### src/rtl/xrv_id.sv
// xrv_id: instruction decode stage of the xriscv core.
// Accepts one expanded 32-bit instruction per fetch handshake, registers its
// decoded fields and issues it to execute with a single-cycle ex_valid strobe.
// Loads/stores hold the stage until ls_done so execute can still read
// dest/funct3 at writeback; an execute redirect squashes the issuing slot.
module xrv_id #(
    parameter logic [31:0] RESET_PC = 32'h0
) (
    input  logic        clk,
    input  logic        rst,
    input  logic        if_valid,
    output logic        if_ready,
    input  logic [31:0] if_instr,
    input  logic [31:0] if_pc,
    input  logic        if_compressed,
    input  logic        ex_jmp,
    input  logic        ls_done,
    output logic        ex_valid,
    output logic [31:0] ex_pc,
    output logic        op_lui,
    output logic        op_auipc,
    output logic        op_jal,
    output logic        op_jalr,
    output logic        op_branch,
    output logic        op_load,
    output logic        op_store,
    output logic        op_imm,
    output logic        op_reg,
    output logic        op_is_compressed,
    output logic [31:0] imm_signed,
    output logic [31:0] imm_unsigned,
    output logic [4:0]  src1,
    output logic [4:0]  src2,
    output logic [4:0]  dest,
    output logic        funct3_is_0,
    output logic        funct3_is_1,
    output logic        funct3_is_2,
    output logic        funct3_is_3,
    output logic        funct3_is_4,
    output logic        funct3_is_5,
    output logic        funct3_is_6,
    output logic        funct3_is_7,
    output logic        funct7_bit5,
    output logic        id_illegal
);

    typedef enum logic [1:0] {
        ST_EMPTY   = 2'd0,
        ST_ISSUE   = 2'd1,
        ST_LS_WAIT = 2'd2
    } state_t;

    // Bit positions inside the one-hot opcode vector.
    localparam int OP_LUI    = 0;
    localparam int OP_AUIPC  = 1;
    localparam int OP_JAL    = 2;
    localparam int OP_JALR   = 3;
    localparam int OP_BRANCH = 4;
    localparam int OP_LOAD   = 5;
    localparam int OP_STORE  = 6;
    localparam int OP_IMM    = 7;
    localparam int OP_REG    = 8;

    state_t      state_reg, state_next;
    logic [8:0]  op_reg_vec, op_next;
    logic        illegal_reg, illegal_next;
    logic [31:0] imm_s_reg, imm_s_next;
    logic [31:0] imm_u_reg, imm_u_next;
    logic [31:0] pc_reg;
    logic [4:0]  src1_reg, src2_reg, dest_reg;
    logic [7:0]  f3_reg, f3_next;
    logic        f7_reg, comp_reg;
    logic        accept;
    logic        ls_issue;

    // The issuing instruction is a memory op that must wait for ls_done.
    assign ls_issue = op_reg_vec[OP_LOAD] | op_reg_vec[OP_STORE];
    assign if_ready = ~rst & ~ex_jmp &
                      ((state_reg == ST_EMPTY) | ((state_reg == ST_ISSUE) & ~ls_issue));
    assign accept   = if_valid & if_ready;

    // Opcode classification and format-dependent signed immediate.
    always_comb begin
        op_next      = '0;
        illegal_next = 1'b0;
        imm_s_next   = '0;
        if (if_instr[1:0] != 2'b11) begin
            illegal_next = 1'b1;
        end else begin
            case (if_instr[6:2])
                5'b01101: begin
                    op_next[OP_LUI] = 1'b1;
                    imm_s_next      = {if_instr[31:12], 12'h000};
                end
                5'b00101: begin
                    op_next[OP_AUIPC] = 1'b1;
                    imm_s_next        = {if_instr[31:12], 12'h000};
                end
                5'b11011: begin
                    op_next[OP_JAL] = 1'b1;
                    imm_s_next      = {{12{if_instr[31]}}, if_instr[19:12], if_instr[20],
                                       if_instr[30:21], 1'b0};
                end
                5'b11001: begin
                    op_next[OP_JALR] = 1'b1;
                    imm_s_next       = {{20{if_instr[31]}}, if_instr[31:20]};
                end
                5'b11000: begin
                    op_next[OP_BRANCH] = 1'b1;
                    imm_s_next         = {{20{if_instr[31]}}, if_instr[7], if_instr[30:25],
                                          if_instr[11:8], 1'b0};
                end
                5'b00000: begin
                    op_next[OP_LOAD] = 1'b1;
                    imm_s_next       = {{20{if_instr[31]}}, if_instr[31:20]};
                end
                5'b01000: begin
                    op_next[OP_STORE] = 1'b1;
                    imm_s_next        = {{20{if_instr[31]}}, if_instr[31:25], if_instr[11:7]};
                end
                5'b00100: begin
                    op_next[OP_IMM] = 1'b1;
                    imm_s_next      = {{20{if_instr[31]}}, if_instr[31:20]};
                end
                5'b01100: begin
                    op_next[OP_REG] = 1'b1;
                end
                5'b00011, 5'b11100: begin
                    // FENCE / SYSTEM pass through as a nop: no flags, not illegal.
                    op_next = '0;
                end
                default: begin
                    illegal_next = 1'b1;
                end
            endcase
        end
    end

    // SLTIU compares against the sign-extended immediate treated as unsigned.
    assign imm_u_next = {{20{if_instr[31]}}, if_instr[31:20]};

    generate
        for (genvar gi = 0; gi < 8; gi++) begin : g_f3
            assign f3_next[gi] = (if_instr[14:12] == 3'(gi));
        end
    endgenerate

    // Issue/stall sequencing.
    always_comb begin
        state_next = state_reg;
        case (state_reg)
            ST_EMPTY: begin
                if (accept) state_next = ST_ISSUE;
            end
            ST_ISSUE: begin
                if (accept)                   state_next = ST_ISSUE;
                else if (ls_issue & ~ex_jmp)  state_next = ST_LS_WAIT;
                else                          state_next = ST_EMPTY;
            end
            ST_LS_WAIT: begin
                if (ls_done) state_next = ST_EMPTY;
            end
            default: state_next = ST_EMPTY;
        endcase
    end

    // State register.
    always_ff @(posedge clk) begin
        if (rst) state_reg <= ST_EMPTY;
        else     state_reg <= state_next;
    end

    // Decoded fields load only on an accepted transfer and hold otherwise.
    always_ff @(posedge clk) begin
        if (rst) begin
            op_reg_vec  <= '0;
            illegal_reg <= 1'b0;
            imm_s_reg   <= '0;
            imm_u_reg   <= '0;
            pc_reg      <= RESET_PC;
            src1_reg    <= '0;
            src2_reg    <= '0;
            dest_reg    <= '0;
            f3_reg      <= '0;
            f7_reg      <= 1'b0;
            comp_reg    <= 1'b0;
        end else if (accept) begin
            op_reg_vec  <= op_next;
            illegal_reg <= illegal_next;
            imm_s_reg   <= imm_s_next;
            imm_u_reg   <= imm_u_next;
            pc_reg      <= if_pc;
            src1_reg    <= if_instr[19:15];
            src2_reg    <= if_instr[24:20];
            dest_reg    <= if_instr[11:7];
            f3_reg      <= f3_next;
            f7_reg      <= if_instr[30];
            comp_reg    <= if_compressed;
        end
    end

    assign ex_valid         = (state_reg == ST_ISSUE);
    assign id_illegal       = ex_valid & illegal_reg;
    assign ex_pc            = pc_reg;
    assign op_lui           = op_reg_vec[OP_LUI];
    assign op_auipc         = op_reg_vec[OP_AUIPC];
    assign op_jal           = op_reg_vec[OP_JAL];
    assign op_jalr          = op_reg_vec[OP_JALR];
    assign op_branch        = op_reg_vec[OP_BRANCH];
    assign op_load          = op_reg_vec[OP_LOAD];
    assign op_store         = op_reg_vec[OP_STORE];
    assign op_imm           = op_reg_vec[OP_IMM];
    assign op_reg           = op_reg_vec[OP_REG];
    assign op_is_compressed = comp_reg;
    assign imm_signed       = imm_s_reg;
    assign imm_unsigned     = imm_u_reg;
    assign src1             = src1_reg;
    assign src2             = src2_reg;
    assign dest             = dest_reg;
    assign funct3_is_0      = f3_reg[0];
    assign funct3_is_1      = f3_reg[1];
    assign funct3_is_2      = f3_reg[2];
    assign funct3_is_3      = f3_reg[3];
    assign funct3_is_4      = f3_reg[4];
    assign funct3_is_5      = f3_reg[5];
    assign funct3_is_6      = f3_reg[6];
    assign funct3_is_7      = f3_reg[7];
    assign funct7_bit5      = f7_reg;

endmodule

### config.mk
export PLATFORM = sky130hd
export DESIGN_NAME = xrv_id
export DESIGN_NICKNAME = d
export VERILOG_FILES = /design/src/rtl/xrv_id.sv
export SDC_FILE = /design/constraint.sdc
export NUM_CORES = 1
export LEC_CHECK = 0
export CAP_MARGIN = 20
export CORE_MARGIN = 2
export CORE_UTILIZATION = 25
export DETAILED_ROUTE_END_ITERATION = 12
export HOLD_SLACK_MARGIN = 0.03
export PLACE_DENSITY_LB_ADDON = 0.08
export SKIP_CTS_REPAIR_TIMING = 1
export SYNTH_ARGS = -nofsm -noshare
export SYNTH_HDL_FRONTEND = slang
export SYNTH_SLANG_ARGS = --single-unit
### constraint.sdc
create_clock -name clk -period 2.9 [get_ports clk]
set_input_delay 0.29 -clock clk [delete_from_list [all_inputs] [get_ports clk]]
set_output_delay 0.29 -clock clk [all_outputs]
set_load 0.01 [all_outputs]
# --- Word-level counts from Yosys, hierarchy flattened ---
# Index checks and enable logic that the tools add are counted.
# Widths: inputs -> output; s select.
totals:
  register_bits: 113
  in_bits: 70
  output_inout_bits: 133
  elab_cells: 71
classes:
  eq_ne: 22
  mux: 19
  bitwise: 11
  reduce_logical: 7
ops:
  columns: ["operator", "count"]
  rows:
  - ["$pmux 32 s5", 1]
  - ["$mux 32", 1]
  - ["$eq 5x5->1 const B", 4]
  - ["$eq 5x4->1 const B", 3]
  - ["$eq 3x3->1 const B", 4]
  - ["$mux 1", 11]
  - ["$reduce_or 11->1", 1]
  - ["$eq 5x3->1 const B", 2]
  - ["$mux 9", 1]
  - ["$mux 2", 4]
  - ["$and 1x1->1", 6]
  - ["$eq 3x2->1 const B", 2]
  - ["$ne 2x2->1 const B", 3]
  - ["$pmux 2 s3", 1]
  - ["$eq 5x2->1 const B", 1]
  - ["$logic_not 5->1", 1]
  - ["$eq 3x1->1 const B", 1]
  - ["$logic_not 3->1", 1]
  - ["$not 1->1", 3]
  - ["$reduce_or 3->1", 1]
  - ["$eq 2x1->1 const B", 1]
  - ["$eq 2x2->1 const B", 1]
  - ["$logic_not 2->1", 1]
  - ["$or 1x1->1", 2]
  - ["2 further kinds", 2]

# --- Logic depth before layout (Yosys ltp) ---
# Gate-level depths: netlist of run 1.
depth:
  depth_word: 8
  ltp_mapped: 7
  ltp_nobuf: 5

# --- Least setup slack after synthesis of run 1 ---
# OpenSTA, ideal clock, no wires.
synth_path:
  kind: "input -> register"
  start: "in if_instr[4]"
  end: "reg imm_s_reg[10], in the netlist imm_signed[10]"
  setup_time_ns: 0.117
  t_arrival_ns: 1.492
  required_ns: 2.783
  slack_ns: 1.291
  cell_stages: 6
  path_buffers: 3
  cell_sequence: "buf_4 and3_1 buf_2 o41a_1 buf_6 a32o_1"
synth_via:
  elab_chain_cells: 4
  word_cells_on_any_way: 12
  classes_between: "eq/ne (7); mux (2); reduce/logical (3)"
synth_rtl:
  columns: ["item", "line", "rtl"]
  rows:
  - ["from (decl)", "13", "input logic [31:0] if_instr,"]
  - ["$eq 5x5->1 (tied with other cells)", "90", "case (if_instr[6:2])"]
  - ["$reduce_or 3->1 (no source line) or $reduce_or 2->1 (tied branches)", null, null]
  - ["$pmux 32 s5 (*)", "90", null]
  - ["$mux 32 (*)", "87", "if (if_instr[1:0] != 2'b11) begin"]
  - ["to (signal assigned)", "190", "imm_s_reg <= imm_s_next;"]
  - ["to (decl)", "67", "logic [31:0] imm_s_reg, imm_s_next;"]
# Mark *: on every way between the ends. The rest lies on a longest branch, timed or not.
# A chain may end at the register's enable or synchronous reset.

# --- Final worst setup path of run 1 ---
layout_path:
  start: "in if_instr[6]"
  end: "reg imm_s_reg[26], in the netlist imm_signed[26]"
# The elaborated chain is that of the path after synthesis.

==> flow_summary.yaml, run 1 <==
clock_network:
  root_buffer: "clkbuf_16"
  clk_path_buf_depth: 2
  htree_levels: 3
  tritoncts: "built"
  clk_latency_ps: 350
  clkSlewWorstSetupHoldPaths_ps: 80
  clock_sinks: 107
  numCtsBuffers: 9
sta:
  fin_ws_ps: 800.0
  setup_viol: 0
  skew_ps: 6.023
  hold_viol_final: 0
  maxSlewViolCount: 0
  slew_headroom_pct: 37.79
  fin_crit_ps: 2100
  tightest_slew_ps: 929.2
  rsz0062_at_grt: "no"
  tns_ps: 0
  timing.fmax_mhz: 476.2
  min_period_over_period_pct: 72.41
yosys:
  synth_top_family_by_area: "compound AO/OA/AOI/OAI gates"
  synthAdderAreaFrac_pct: 0
  yosys.area_share.simple_pct: 18.59
  synth_edf_count: 0
  syn_inst: 490
  synth_seq_area_share_pct: 49.74
  synth-xor-area-share_pct: 0
  synth_top_cell_by_area: "dfxtp_1"
  synth_top_area_share_pct: 49.74
  muxShareOfSynthArea_pct: 0.2615
  synthFlopType: "dfxtp_1"
  synth_compound_gate_area_share_pct: 22.34
  syn_nets: 560
  ys_seq_elements: 107
  ys_types: 44
  synth_async_sr_flop_share_pct: 0
  syn_area_per_cell_um2: 8.789
  syn_area_um2: 4307
  ys_warn_count: 0
  synth.area.top_cells: "dfxtp_1 50%, nand2_1 11%, a21oi_1 8.4%"
  synthMostInstantiatedCell: "nand2_1"
  synth_common_cells: "122 x nand2_1, 107 x dfxtp_1, 72 x a21oi_1"
grt:
  grt_max_degree: 73
  grt_pass1_vias: 3827
  grt_pass1_wl_um: 21610
  antenna_found_initial: 1
  grt-ovfl-total: 0
  grtUsageTotal_pct: 15.37
min_path:
  min_path_type: "reg -> reg"
placed_design:
  place_area_um2: 6295
  dp_hpwl_um: 10240
  dp_slack_ps: 451.0
  portBuffers: 202
  place.gp.congestion: 0.7677
drt:
  dr_total_vias: 4000
  viasPerCell: 4.577
  wirelength_um: 14340
  dr.first_iter.drc_count: 211
  antenna_left: 0
  firstDrtPassIters: 4
  wl_per_cell_um: 16.41
  drc: 0
power:
  seq_power_share_pct: 46.4
  swShare_pct: 23.90
  p_per_area_nw_per_um2: 492.3
  pwr-share-comb_pct: 11.7
  p_int_mw: 2.484
  switchingPower_uw: 780.4
  peakVddDrop_mv: 0.2852
  clock_power_share_pct: 41.9
  total_power_mw: 3.265
  p_leak_nw: 2.236
critical_path:
  crit_fanout: 17
  crit_path_start_kind: "input port"
  r2r-end: "f3_reg[1]$_SDFFE_PP0P_"
  crit_start: "if_instr[6]"
  r2r-start: "state_reg[1]$_SDFFE_PP0P_"
  crit_type: "in -> reg"
  worstSetupEndpoint: "imm_signed[26]$_SDFFE_PP0P_"
  reg2reg_slack_ps: 910
  r2r_cells: 5
  required_ps: 3180
  worstPathArrival_ps: 2380
  end_kind: "register"
floorplan:
  ios: 203
  fp.coreArea_um2: 16700
  rows: 47
  die_x_um: 135.3
  die_area_um2: 18290
  start_util_pct: 25.79
  dieHeight_um: 135.3
job:
  cap_viol_max_count: 0
outcome:
  outcome: "completed"
final_layout:
  finalCoreUtilization_pct: 39.71
  syn2layout_area_growth_pct: 53.98
  fin_nets: 718
  design_area_um2: 6631
  drive_gt1_share_pct: 5.513
==> cells by family (layout without fill, tap and decap cells) <==
logic type	Yosys count	in the layout
DFF	107	107
and+or+nand+nor	171	171
muxes	1	1
buffers and inverters	69	232
other	0	1
AOI/OAI and AO/OA	142	142
==> layer usage <==
metal  vias up  share of wire (%)  track usage (%)
met4         0                1.6            4.861
met3        18                6.8            4.564
met2       126                 48            24.73
met1      1859                 43            19.84
li1       1997                  -                -
met5         -                  0                0
==> per-stage QoR <==
stage,std cells,hold WS [ps]
after floorplan,490,426.0
after global placement,857,441.2
after detailed placement,857,444.7
after CTS,873,455.4
after global routing,874,469.1
final,874,450.7
==> final cells by class <==
class | instances | area (um2)
Inverter | 5 | 18.77
Clock inverter | 6 | 95.09
Tap cell | 220 | 275.3
Clock buffer | 10 | 239.0
Fill cell | 1728 | 10070
Sequential cell | 107 | 2142
Timing Repair Buffer | 211 | 2085
Antenna cell | 1 | 2.502
Multi-Input combinational cell | 314 | 1774
==> cells in the final DEF, fill, tap and decap left out, drive strengths merged, types with 2 or more instances in the layout <==
master	instances
or3	2
clkinvlp	2
nor2	14
nand2	123
a21oi	72
nand2b	2
clkdlybuf4s50	201
o2bb2ai	23
or4b	2
dfxtp	107
a22oi	17
o21ai	4
inv	7
nor3	3
clkbuf	10
and3	2
a32o	9
and2	3
nand4b	5
bufinv	2
a32oi	4
nor2b	6
buf	10
nand3	2
a22o	6
nor4b	3
==> power by group through the flow <==
stage | clock (mW) | sequential (mW) | combinational [mW]
final | 1.37 | 1.52 | 0.381
after CTS | 1.42 | 1.52 | 0.386
after global routing | 1.48 | 1.52 | 0.413
after floorplan | 0 | 1.56 | 0.158
after global placement | 0 | 1.55 | 0.383
after detailed placement | 0 | 1.55 | 0.385
==> how the worst min path moves through the flow <==
stage	from	to	slack, ps	cells past startpoint
6_report	f3_reg[5]$_SDFFE_PP0P_	f3_reg[5]$_SDFFE_PP0P_	450	2
5_1_grt	if_pc[11]	ex_pc[11]$_SDFFE_PP0P_	470	3
4_1_cts	f3_reg[5]$_SDFFE_PP0P_	f3_reg[5]$_SDFFE_PP0P_	460	2
3_5_place_dp	f3_reg[5]$_SDFFE_PP0P_	f3_reg[5]$_SDFFE_PP0P_	440	2
3_3_place_gp	src1[1]$_SDFFE_PP0P_	src1[1]$_SDFFE_PP0P_	440	2
2_1_floorplan	if_instr[7]	dest[0]$_SDFFE_PP0P_	430	2
==> critical path, cell delays in order <==
cell and delay [ps]:
clkdlybuf4s50_1 630, nor2b_1 290, nor4b_4 800, a22oi_1 170, o2bb2ai_1 180
(Power assumes the default switching activity.)
==> run 2: changes to the inputs <==
clock period = 2.1 ns   (was 2.9 ns; I/O delays follow)
==> run 2 against run 1 <==
  * Flip-flop and latch count stayed put
  * Combinational power is 46% higher
  * Worst setup slack worse by 610 ps
  * Via count is 0.18% higher
  * Register-to-register slack worse by 520 ps
  * Critical path type is now reg -> out
  * Critical endpoint is now imm_unsigned[27]
  * Highest routed layer unchanged
==> flow_summary.yaml, run 2 (synthesis results as in run 1) <==
critical_path:
  end_kind: "output pin"
  worstPathArrival_ps: 1700
  crit_type: "reg -> out"
  required_ps: 1890
  crit_fanout: 22
  cp_top_family: "flip-flops"
  crit_path_start_kind: "register"
  cp_slowest_stage_delay_ps: 700
  cp_num_buf_inv: 1
  cp_slowest_cell: "dfxtp_1"
  path_cells: "clkdlybuf4s50_1"
sta:
  hold_viol_final: 0
  tightest_slew_ps: 889.0
  timing.fmax_mhz: 522.8
  rsz0062_at_grt: "no"
  skew_ps: 6.694
  min_period_over_period_pct: 91.08
  fin_ws_ps: 187.2
  maxSlewViolCount: 0
  fin_crit_ps: 1913
  slew_headroom_pct: 40.49
  whs_ps: 296.2
  tns_ps: 0
  setup_viol: 0
final_layout:
  syn2layout_area_growth_pct: 58.13
  drive_gt1_share_pct: 8.444
  final_cell_mix: "201 x clkdlybuf4s50_1, 122 x nand2_1, 107 x dfxtp_1, 72 x a21oi_1, 29 x buf_4"
  design_area_um2: 6810
  fin_cells: 895
  diodes: 0
  fillers: 1661
  fin_nets: 740
  final_common_cell: "clkdlybuf4s50_1"
power:
  p_int_mw: 3.450
  switchingPower_mw: 1.055
  pwr-share-comb_pct: 12.3
  clock_power_share_pct: 41.2
  p_leak_nw: 2.358
  swShare_pct: 23.42
  peakVddDrop_mv: 0.3667
  seq_power_share_pct: 46.4
  p_per_area_nw_per_um2: 661.6
placed_design:
  portBuffers: 202
  place_area_um2: 6485
  place.gp.congestion: 0.7606
  dp_slack_ps: -150.8
  dp_hpwl_um: 10660
  place_inst: 879
clock_network:
  clock_sinks: 107
  root_buffer: "clkbuf_16"
  clk_path_buf_depth: 2
  clk_latency_ps: 350
  tritoncts: "built"
  htree_levels: 3
  numCtsBuffers: 9
  clkSlewWorstSetupHoldPaths_ps: 70
grt:
  antenna_found_initial: 0
  grt_pass1_vias: 3752
  grt_pass1_wl_um: 21250
  grt_max_degree: 63
  grt-ovfl-total: 0
  grtUsageTotal_pct: 15.04
floorplan:
  die_x_um: 135.3
  die_area_um2: 18290
  ios: 203
  dieHeight_um: 135.3
  rows: 47
  start_util_pct: 25.79
  fp.coreArea_um2: 16700
drt:
  wl_per_cell_um: 15.98
  antenna_left: 0
  dr.first_iter.drc_count: 168
  firstDrtPassIters: 4
  wirelength_um: 14300
  dr_total_vias: 4007
  viasPerCell: 4.477
  drc: 0
min_path:
  min_path_type: "in -> reg"
job:
  cap_viol_max_count: 0
outcome:
  outcome: "completed"
run 2: power groups by stage:
stage | clock, mW | combinational (mW) | sequential (mW)
6_report | 1.86 | 0.555 | 2.09
5_1_grt | 2.01 | 0.598 | 2.10
4_1_cts | 1.94 | 0.562 | 2.09
3_5_place_dp | 0 | 0.560 | 2.14
3_3_place_gp | 0 | 0.557 | 2.14
2_1_floorplan | 0 | 0.219 | 2.16
run 2: final cells by class:
class	count	area, um2	area share [%]
Tap cell	220	275.3	4.042
Timing Repair Buffer	233	2275	33.40
Sequential cell	107	2142	31.45
Clock buffer	11	242.7	3.564
Clock inverter	5	82.58	1.213
Inverter	5	18.77	0.2756
Multi-Input combinational cell	314	1774	26.05
run 2: metrics by stage:
stage,utilization (%),power [mW]
after global routing,40.78,4.708
final,40.78,4.505
after detailed placement,38.83,2.700
after floorplan,-,2.374
after global placement,38.83,2.695
after CTS,40.78,4.590
run 2: path summary, 6_finish.rpt:
kind	start	endpoint	slack, ps	cells past startpoint
worst max-delay path	imm_unsigned[11]$_SDFFE_PP0P_	imm_unsigned[27]	190	1
worst min-delay path	rst	ex_pc[24]$_SDFFE_PP0P_	300	3
worst max register to register	state_reg[1]$_SDFFE_PP0P_	imm_signed[9]$_SDFFE_PP0P_	390	4
worst min register to register	f3_reg[7]$_SDFFE_PP0P_	f3_reg[7]$_SDFFE_PP0P_	450	2
run 2: routing by layer:
layer,global-route usage (%),vias up,wire length [um]
met5,0,-,0
met1,18.82,1870,6338
met3,4.153,10,700
met4,3.646,0,170
met2,25.72,91,7088
li1,-,2036,-
==> run 3: changes to the inputs <==
ABC_CLOCK_PERIOD_IN_PS = 2100   (was default)
==> results of run 3 <==
No change in the layout: final DEF, timing and power equal those of run 2.
